**config.mk**
```make
export PLATFORM = sky130hd
export DESIGN_NAME = uart_tx
export DESIGN_NICKNAME = d
export VERILOG_FILES = /design/src/rtl/uart_pkg.sv /design/src/rtl/uart_tx_fifo.sv /design/src/rtl/uart_tx.sv
export SDC_FILE = /design/constraint.sdc
export NUM_CORES = 1
export LEC_CHECK = 0
export BUFFER_PORTS_ARGS = -buffer_cell sky130_fd_sc_hd__buf_4
export CAP_MARGIN = 20
export CORE_MARGIN = 4
export CORE_UTILIZATION = 49
export DETAILED_ROUTE_END_ITERATION = 10
export PLACE_DENSITY = 0.77
export SYNTH_ARGS = -nofsm -noshare
export SYNTH_HDL_FRONTEND = slang
export SYNTH_SLANG_ARGS = --single-unit
```
**constraint.sdc**
```tcl
create_clock -name i_Clock -period 3.33 [get_ports i_Clock]
set_input_delay 0.1665 -clock i_Clock [delete_from_list [all_inputs] [get_ports i_Clock]]
set_output_delay 0.1665 -clock i_Clock [all_outputs]
set_load 0.02 [all_outputs]
```
**src/rtl/uart_pkg.sv**
```systemverilog
// Shared UART definitions used by both the receiver and the transmitter:
// FSM state encodings, frame bit counts and the default bit timing.
package uart_pkg;

    // Default clocks per bit (system clock / baud rate)
    localparam int CLKS_PER_BIT_DEFAULT = 23;

    // Frame geometry
    localparam int DATA_BITS         = 8;
    localparam int FRAME_BITS        = 10;
    localparam int FRAME_BITS_PARITY = 11;

    // Bit-timing FSM states; PARITY is only visited in 8E1 builds
    typedef enum logic [2:0] {
        IDLE,
        START,
        DATA,
        PARITY,
        STOP
    } uart_state_e;

    // Even parity over a data byte: the bit that makes the total count of ones even
    function automatic logic even_parity(input logic [7:0] b);
        return ^b;
    endfunction

endpackage

```
**src/rtl/uart_tx_fifo.sv**
```systemverilog
// Small synchronous byte FIFO buffering host writes ahead of the UART
// transmitter. Pushes while full and pops while empty are ignored.
module uart_tx_fifo #(
    parameter int DEPTH = 4
) (
    input  logic       clk_i,
    input  logic       rst_ni,
    input  logic       push_i,
    input  logic       pop_i,
    input  logic [7:0] data_i,
    output logic [7:0] data_o,
    output logic       full_o,
    output logic       empty_o
);

    localparam int PW = $clog2(DEPTH);
    localparam int CW = PW + 1;

    logic [7:0]    mem_q [DEPTH];
    logic [PW-1:0] wr_ptr_q;
    logic [PW-1:0] rd_ptr_q;
    logic [CW-1:0] count_q;
    logic [CW-1:0] count_d;
    logic          do_push;
    logic          do_pop;

    assign full_o  = (count_q == CW'(DEPTH));
    assign empty_o = (count_q == '0);
    assign do_push = push_i && !full_o;
    assign do_pop  = pop_i && !empty_o;
    assign data_o  = mem_q[rd_ptr_q];

    // Occupancy update; a simultaneous push and pop leaves the count unchanged
    always_comb begin
        count_d = count_q;
        case ({do_push, do_pop})
            2'b10:   count_d = count_q + CW'(1);
            2'b01:   count_d = count_q - CW'(1);
            default: count_d = count_q;
        endcase
    end

    // Pointer and count registers; pointers wrap naturally at the power-of-two depth
    always_ff @(posedge clk_i or negedge rst_ni) begin
        if (!rst_ni) begin
            wr_ptr_q <= '0;
            rd_ptr_q <= '0;
            count_q  <= '0;
        end else begin
            count_q <= count_d;
            if (do_push) wr_ptr_q <= wr_ptr_q + PW'(1);
            if (do_pop)  rd_ptr_q <= rd_ptr_q + PW'(1);
        end
    end

    // Storage array; contents need no reset since the count gates every read
    always_ff @(posedge clk_i) begin
        if (do_push) mem_q[wr_ptr_q] <= data_i;
    end

endmodule

```
**src/rtl/uart_tx.sv**
```systemverilog
// Buffered UART transmitter: a FIFO accepts host bytes, a bit-timing FSM
// serialises them LSB first with start and stop bits, back to back.
// Define UART_TX_PARITY_EN to insert an even-parity bit (8E1); otherwise 8N1.
module uart_tx
    import uart_pkg::*;
#(
    parameter int CLKS_PER_BIT = CLKS_PER_BIT_DEFAULT,
    parameter int FIFO_DEPTH   = 4
) (
    input  logic       i_Clock,
    input  logic       i_Rst_n,
    input  logic       i_Tx_DV,
    input  logic [7:0] i_Tx_Byte,
    output logic       o_Tx_Ready,
    output logic       o_Tx_Serial,
    output logic       o_Tx_Active,
    output logic       o_Tx_Done
);

    localparam int                CNT_W    = $clog2(CLKS_PER_BIT);
    localparam logic [CNT_W-1:0]  CNT_LAST = CNT_W'(CLKS_PER_BIT - 1);
    localparam logic [2:0]        IDX_LAST = 3'(DATA_BITS - 1);

    uart_state_e      state_q, state_d;
    logic [CNT_W-1:0] cnt_q, cnt_d;
    logic [2:0]       idx_q, idx_d;
    logic [7:0]       shift_q, shift_d;
    logic             serial_q, serial_d;
    logic             tx_done;
    logic             bit_end;
    logic             fifo_pop;
    logic             fifo_full;
    logic             fifo_empty;
    logic [7:0]       fifo_data;

    uart_tx_fifo #(
        .DEPTH (FIFO_DEPTH)
    ) u_fifo (
        .clk_i   (i_Clock),
        .rst_ni  (i_Rst_n),
        .push_i  (i_Tx_DV),
        .pop_i   (fifo_pop),
        .data_i  (i_Tx_Byte),
        .data_o  (fifo_data),
        .full_o  (fifo_full),
        .empty_o (fifo_empty)
    );

    assign bit_end     = (cnt_q == CNT_LAST);
    assign o_Tx_Ready  = !fifo_full;
    assign o_Tx_Serial = serial_q;
    assign o_Tx_Active = (state_q != IDLE);
    assign o_Tx_Done   = tx_done;

    // Next-state logic: bit timing, shifter indexing and the registered line value
    always_comb begin
        state_d  = state_q;
        cnt_d    = cnt_q;
        idx_d    = idx_q;
        shift_d  = shift_q;
        serial_d = serial_q;
        fifo_pop = 1'b0;
        tx_done  = 1'b0;
        case (state_q)
            IDLE: begin
                serial_d = 1'b1;
                if (!fifo_empty) begin
                    fifo_pop = 1'b1;
                    shift_d  = fifo_data;
                    cnt_d    = '0;
                    idx_d    = '0;
                    serial_d = 1'b0;
                    state_d  = START;
                end
            end
            START: begin
                if (bit_end) begin
                    cnt_d    = '0;
                    idx_d    = '0;
                    serial_d = shift_q[0];
                    state_d  = DATA;
                end else begin
                    cnt_d = cnt_q + CNT_W'(1);
                end
            end
            DATA: begin
                if (bit_end) begin
                    cnt_d = '0;
                    if (idx_q == IDX_LAST) begin
`ifdef UART_TX_PARITY_EN
                        serial_d = even_parity(shift_q);
                        state_d  = PARITY;
`else
                        serial_d = 1'b1;
                        state_d  = STOP;
`endif
                    end else begin
                        idx_d    = idx_q + 3'd1;
                        serial_d = shift_q[idx_q + 3'd1];
                    end
                end else begin
                    cnt_d = cnt_q + CNT_W'(1);
                end
            end
`ifdef UART_TX_PARITY_EN
            PARITY: begin
                if (bit_end) begin
                    cnt_d    = '0;
                    serial_d = 1'b1;
                    state_d  = STOP;
                end else begin
                    cnt_d = cnt_q + CNT_W'(1);
                end
            end
`endif
            STOP: begin
                if (bit_end) begin
                    tx_done = 1'b1;
                    cnt_d   = '0;
                    if (!fifo_empty) begin
                        fifo_pop = 1'b1;
                        shift_d  = fifo_data;
                        idx_d    = '0;
                        serial_d = 1'b0;
                        state_d  = START;
                    end else begin
                        serial_d = 1'b1;
                        state_d  = IDLE;
                    end
                end else begin
                    cnt_d = cnt_q + CNT_W'(1);
                end
            end
            default: begin
                serial_d = 1'b1;
                state_d  = IDLE;
            end
        endcase
    end

    // State registers; reset returns the line high at once and aborts any frame
    always_ff @(posedge i_Clock or negedge i_Rst_n) begin
        if (!i_Rst_n) begin
            state_q  <= IDLE;
            cnt_q    <= '0;
            idx_q    <= '0;
            shift_q  <= '0;
            serial_q <= 1'b1;
        end else begin
            state_q  <= state_d;
            cnt_q    <= cnt_d;
            idx_q    <= idx_d;
            shift_q  <= shift_d;
            serial_q <= serial_d;
        end
    end

endmodule
```
==> results.cfg, run 1 <==
[die]
coreArea_sq_um = 5240
die_y_um = 82.4
ioPinCount = 15
num_rows = 26
dieArea_sq_um = 6790
die_w_um = 82.4
initial_core_util_pct = 51.8

[timing]
worst_slack_ns = 0.718
hold_viol = 0
rsz0062_at_grt = false
setup_viol = 0
timing.slew.headroom_pct = 62.2
setup_tns_ns = 0
worst_slew_pin_slew_ns = 0.567
min_period_ns = 2.61
whs_ns = 0.0329
slew_viol_final = 0
post-route-period-util_pct = 78.4
fin_skew_ns = 0.00581
fmax_ghz = 0.383

[synth]
synth_area_sq_um = 2710
yosysMostFrequentCell = edfxtp_1
yosys.cell_types.count = 46
netlist_instances = 186
ys.flop_type = edfxtp_1
yosys-top-cells-count = edfxtp_1, dfrtp_1, inv_1
synth_seq_cells = 59
synth_edf_count = 32
avgSynthCellArea_sq_um = 14.6
yosys.area.top_type_share_pct = 35.4
yosys-top-cells-area = edfxtp_1, dfrtp_1, mux4_2, ha_1, mux2_1
yosys_warnings = 0
yosys.area.top_type = edfxtp_1
syn-num-nets = 207
synthArstFlopShare_pct = 45.8
synth-seq-area-share_pct = 60.4

[grt]
grt.overflow.total = 0
grt_max_degree = 28
antenna_found_initial = 0
grt_pass1_vias = 1488
grt_pass1_wl_mm = 6.74
grtUsageTotal_pct = 14.1

[cts]
clk_path_buf_depth = 2
cts_buffers = 9
cts_tree = built
clock-sinks = 59
clock_tree.root_cell = clkbuf_8
clock_latency_ns = 0.33
clkTransAtPathRegs_ns = 0.07
htree_levels = 3

[route]
drtIter0Drc = 84
viasPerCell = 5.37
vias = 1510
routed_wl_mm = 4.11
drtAntennaViolNets = 0
routedWlPerCell_um = 14.6
drc = 0
firstDrtPassIters = 4

[place]
dp_hpwl_mm = 2.90
place_congestion = 0.752
pre_cts_slack_ns = 0.720
port_buffers = 14

[worst_hold_path]
hold_class = input pin to register
whs_path_depth = 1

[pwr]
internal-power_mw = 1.42
p_per_area_nw_per_um2 = 610
p_comb_share_pct = 13.4
clkPwrFrac_pct = 36.6
power_mw = 1.88
irDropWorstVdd_mv = 0.424
p_seq_share_pct = 49.9
switching_power_mw = 0.463
netSwitchingFraction_pct = 24.6
power.leakage_nw = 1.23

[job]
cap_violations = 0

[setup_path]
cp_cell_sequence = inv_1 > ha_1 > nand4b_4 > a2111oi_4 > buf_4 > ha_1 > inv_1 > fa_1 > xor2_1 > nor2_1 > xor2_1
worstPathArrival_ns = 2.87
critPathMaxFanout = 11
cp_slowest_stage_delay_ns = 0.42
startpoint_type = register
cp-end-kind = register
rr_worst_depth = 11
critPathSlowestCell = dfrtp_1
worst-setup-path-type = register to register
worstPathRequired_ns = 3.59

[layout]
synthToLayoutAreaGrowth_pct = 13.9
diodes = 0
drive_gt1_share_pct = 22.3
nets = 227

[status]
outcome = complete, no violations
[cell families (layout without fill, tap and decap cells)]
group,after synthesis,count (layout),share of synthesized area (%)
DFF,59,59,60.4
and+or+nand+nor,44,44,9.64
AOI/OAI and AO/OA,25,25,6.64
muxes,22,22,12.8
buffers and inverters,18,43,3.09
adders and majority gates,10,10,4.89
xor gates and xnor gates,8,8,2.58
[sequential cells by signal, summed over array words and instances (netlist names)]
signal	count
u_fifo.mem_q	32
shift_q	8
cnt_q	5
idx_q	3
state_q	3
u_fifo.count_q	3
u_fifo.rd_ptr_q	2
u_fifo.wr_ptr_q	2
o_Tx_Serial	1
[power groups by stage]
stage               Combinational [mW]  Sequential [mW]  Clock (mW)
global placement                 0.248            0.953           0
global route                     0.297            0.950       0.731
CTS                              0.262            0.942       0.703
finish                           0.253            0.941       0.691
floorplan                        0.189            0.939           0
detailed placement               0.261            0.955           0
[what timing repair did]
item                                   CTS  global route
hold buffers                             1             0
endpoints found under the hold margin   26             0
resized for setup                        0             0
buffers inserted                         0             0
[worst max-delay path, delay by kind of cell (launching register included)]
kind	cells	cell delay, ns
AO/OA/AOI/OAI	1	0.37
flip-flops	1	0.42
buffers and inverters	3	0.37
adder cells (fa/ha/maj)	3	0.77
XOR/XNOR	2	0.30
AND/OR/NAND/NOR	2	0.31
[through the flow]
stage	instance area [sq um]	util, %	std cells
floorplan	2710	-	186
global placement	2870	54.8	264
detailed placement	2870	54.8	264
CTS	3090	59.0	281
global route	3090	59.0	281
finish	3090	59.0	281
[cell usage in the layout, fill, tap and decap left out, types with 7 or more instances in the layout]
master,Yosys,final
edfxtp_1,32,32
dfrtp_1,26,26
buf_4,0,15
inv_1,11,11
nand2_1,10,10
mux4_2,9,9
ha_1,9,9
clkbuf_8,0,9
mux2_1,7,7
a21oi_1,7,7
[cell type report]
cell class	count	area, sq um
Timing Repair Buffer	16	123
Fill cell	402	2150
Clock inverter	5	77.6
Multi-Input combinational cell	109	991
Tap cell	70	87.6
Inverter	11	41.3
Clock buffer	11	131
Sequential cell	59	1640
[layer usage]
layer / share of wire [%] / global-route usage [%]
met3: 5.6 / 3.90
met1: 44 / 17.0
met4: 2.5 / 10.1
met2: 48 / 21.6
met5: 0 / 0
[worst paths after layout]
kind	start	to	slack [ns]
min reg2reg	shift_q[4]	shift_q[4]	0.49
max in group asynchronous	i_Rst_n	o_Tx_Serial	2.75
min	i_Tx_Byte[5]	u_fifo.mem_q[2][5]	0.03
min in group asynchronous	i_Rst_n	idx_q[1]	0.28
max	cnt_q[0]	u_fifo.count_q[2]	0.72
max reg2reg	cnt_q[0]	u_fifo.count_q[2]	0.72
No activity file was read; power rests on OpenSTA's default activity.
==> run 2: changes to the inputs <==
ABC_AREA = 1   (was default)
PLACE_DENSITY = 0.8   (was 0.77)
clock period = 2.2 ns   (was 3.33 ns; I/O delays follow)
==> results.cfg, run 2 <==
[layout]
drive_gt1_share_pct = 17.7
synthToLayoutAreaGrowth_pct = 19.5
diodes = 0
final_common_cell = nand2_1
final_core_util_pct = 61.7
finalNonFillerCells = 380
largest_register = u_fifo.mem_q
largest_reg_flops = 32
nets = 326
largestRegisters = u_fifo.mem_q: 32 flops, shift_q: 8 flops, cnt_q: 5 flops
final_cell_mix = nand2_1, nor2_1, o21ai_0

[route]
viasPerCell = 4.90
drtAntennaViolNets = 0
firstDrtPassIters = 4
routedWlPerCell_um = 12.6
drtIter0Drc = 75
vias = 1862
routed_wl_mm = 4.80
drc = 0

[synth]
synthArstFlopShare_pct = 45.8
yosys_warnings = 0
netlist_instances = 268
yosys.area.top_type_share_pct = 35.8
yosys-top-cells-area = edfxtp_1, dfrtp_1, o21ai_0, nand2_1, nor2_1
yosysMostFrequentCell = nand2_1
synth_edf_count = 32
yosys-top-cells-count = nand2_1, nor2_1, o21ai_0
yosys.cell_types.count = 27
syn-num-nets = 289
synth_area_sq_um = 2690
yosys.area.top_type = edfxtp_1
synth-seq-area-share_pct = 61.0
avgSynthCellArea_sq_um = 10.0
ys.flop_type = edfxtp_1
synth_seq_cells = 59

[die]
die_y_um = 82.0
die_w_um = 82.0
initial_core_util_pct = 51.6
num_rows = 26
coreArea_sq_um = 5200
ioPinCount = 15
dieArea_sq_um = 6730

[cts]
clock_latency_ns = 0.34
cts_buffers = 9
htree_levels = 3
clock_tree.root_cell = clkbuf_8
clk_path_buf_depth = 2
clock-sinks = 59
clkTransAtPathRegs_ns = 0.07
cts_tree = built

[timing]
timing.slew.headroom_pct = 66.2
worst_slew_pin_slew_ns = 0.507
rsz0062_at_grt = false
setup_viol = 0
fmax_ghz = 0.490
fin_skew_ns = 0.00610
hold_viol = 0
setup_tns_ns = 0
post-route-period-util_pct = 92.7
slew_viol_final = 0
min_period_ns = 2.04

[setup_path]
critPathSlowestCell = dfrtp_1
cp_slowest_stage_delay_ns = 0.38
cp_cell_sequence = inv_1 > ha_1 > nand4_2 > nand2_2 > nand3_2 > inv_4 > ha_1 > inv_1 > fa_2 > a21oi_2 > o21ai_1 > xor2_1
path_buf_inv = 3
critPathMaxFanout = 3
worstPathArrival_ns = 2.26
cp-end-kind = register
startpoint_type = register
worstPathRequired_ns = 2.42
worst-setup-path-type = register to register
cpLargestDelayFamily = adder cells

[place]
port_buffers = 14
dp_hpwl_mm = 3.18
placed_cells = 354
place_congestion = 0.765

[status]
outcome = complete, no violations

[pwr]
irDropWorstVdd_mv = 0.782
p_per_area_nw_per_um2 = 869
power_mw = 2.79
power.leakage_nw = 1.38

[grt]
grt_pass1_wl_mm = 8.05
grt_max_degree = 28
antenna_found_initial = 0
grt_pass1_vias = 1754
grtUsageTotal_pct = 16.6
grt.overflow.total = 0

[worst_hold_path]
hold_class = input pin to asynchronous set/reset pin

[job]
cap_violations = 0
[run 2: cell count changes after synthesis, moves of 4 or more]
cell	delta
nand2_1	+32
mux2_2	-4
mux4_2	-9
a21oi_1	-4
mux2_1	-7
nand3_1	+11
nor2_1	+35
inv_1	+20
and3_1	-6
o21ai_0	+34
or3_1	-4
[run 2: through the flow]
stage               hold slack [ns]  setup WS [ns]  cell area [sq um]
finish                        0.207          0.160               3210
global route                  0.221         0.0125               3210
CTS                           0.201         0.0968               3200
detailed placement           0.0444          0.106               2910
global placement             0.0420          0.196               2910
floorplan                    -0.186         0.0244               2690
[run 2: path summary, 6_finish.rpt]
path	startpoint	end	slack (ns)	cells past startpoint
worst max register to register	cnt_q[0]	u_fifo.count_q[2]	0.16	12
min in group i_Clock	i_Tx_DV	u_fifo.wr_ptr_q[0]	0.21	4
max in group asynchronous	i_Rst_n	o_Tx_Serial	1.69	2
worst min-delay path	i_Rst_n	cnt_q[0]	0.21	2
worst max-delay path	cnt_q[0]	u_fifo.count_q[2]	0.16	12
worst min register to register	u_fifo.count_q[0]	u_fifo.count_q[0]	0.47	1
[run 2: per-layer routing]
metal  track usage (%)  share of wire, %
met1              20.7                46
met5                 0                 0
met4              4.98              0.50
met3              7.57               4.8
met2              25.8                48
[run 2: cell families (layout without fill, tap and decap cells)]
| logic type | Yosys count | count (layout) | synth area share, % |
|---|---|---|---|
| fa+ha+maj | 10 | 10 | 4.94 |
| simple gates | 110 | 110 | 17.9 |
| compound gates | 44 | 44 | 8.24 |
| xor+xnor | 6 | 6 | 1.96 |
| flops | 59 | 59 | 61.0 |
| buf+inv | 39 | 81 | 6.01 |
[run 2: cell type report]
type                    instances  area, sq um
multi-input cells             170          896
fillers                       425         1990
inverters                      33          126
flip-flops and latches         59         1640
clock buffers                   9          124
clock inverters                 7         76.3
repair buffers                 32          263
well taps                      70         87.6
[run 2: report_power, final]
part           switching (mW)  total [mW]  internal, mW
logic                   0.253       0.415         0.162
registers              0.0548        1.40          1.34
clock network           0.451       0.978         0.527
[run 2: repair_timing]
item                                   CTS  global route
buffers inserted                         0             1
endpoints found under the hold margin   59             0
gates resized for setup                  0             2
hold buffers                             9             0
setup endpoints to repair                0             1
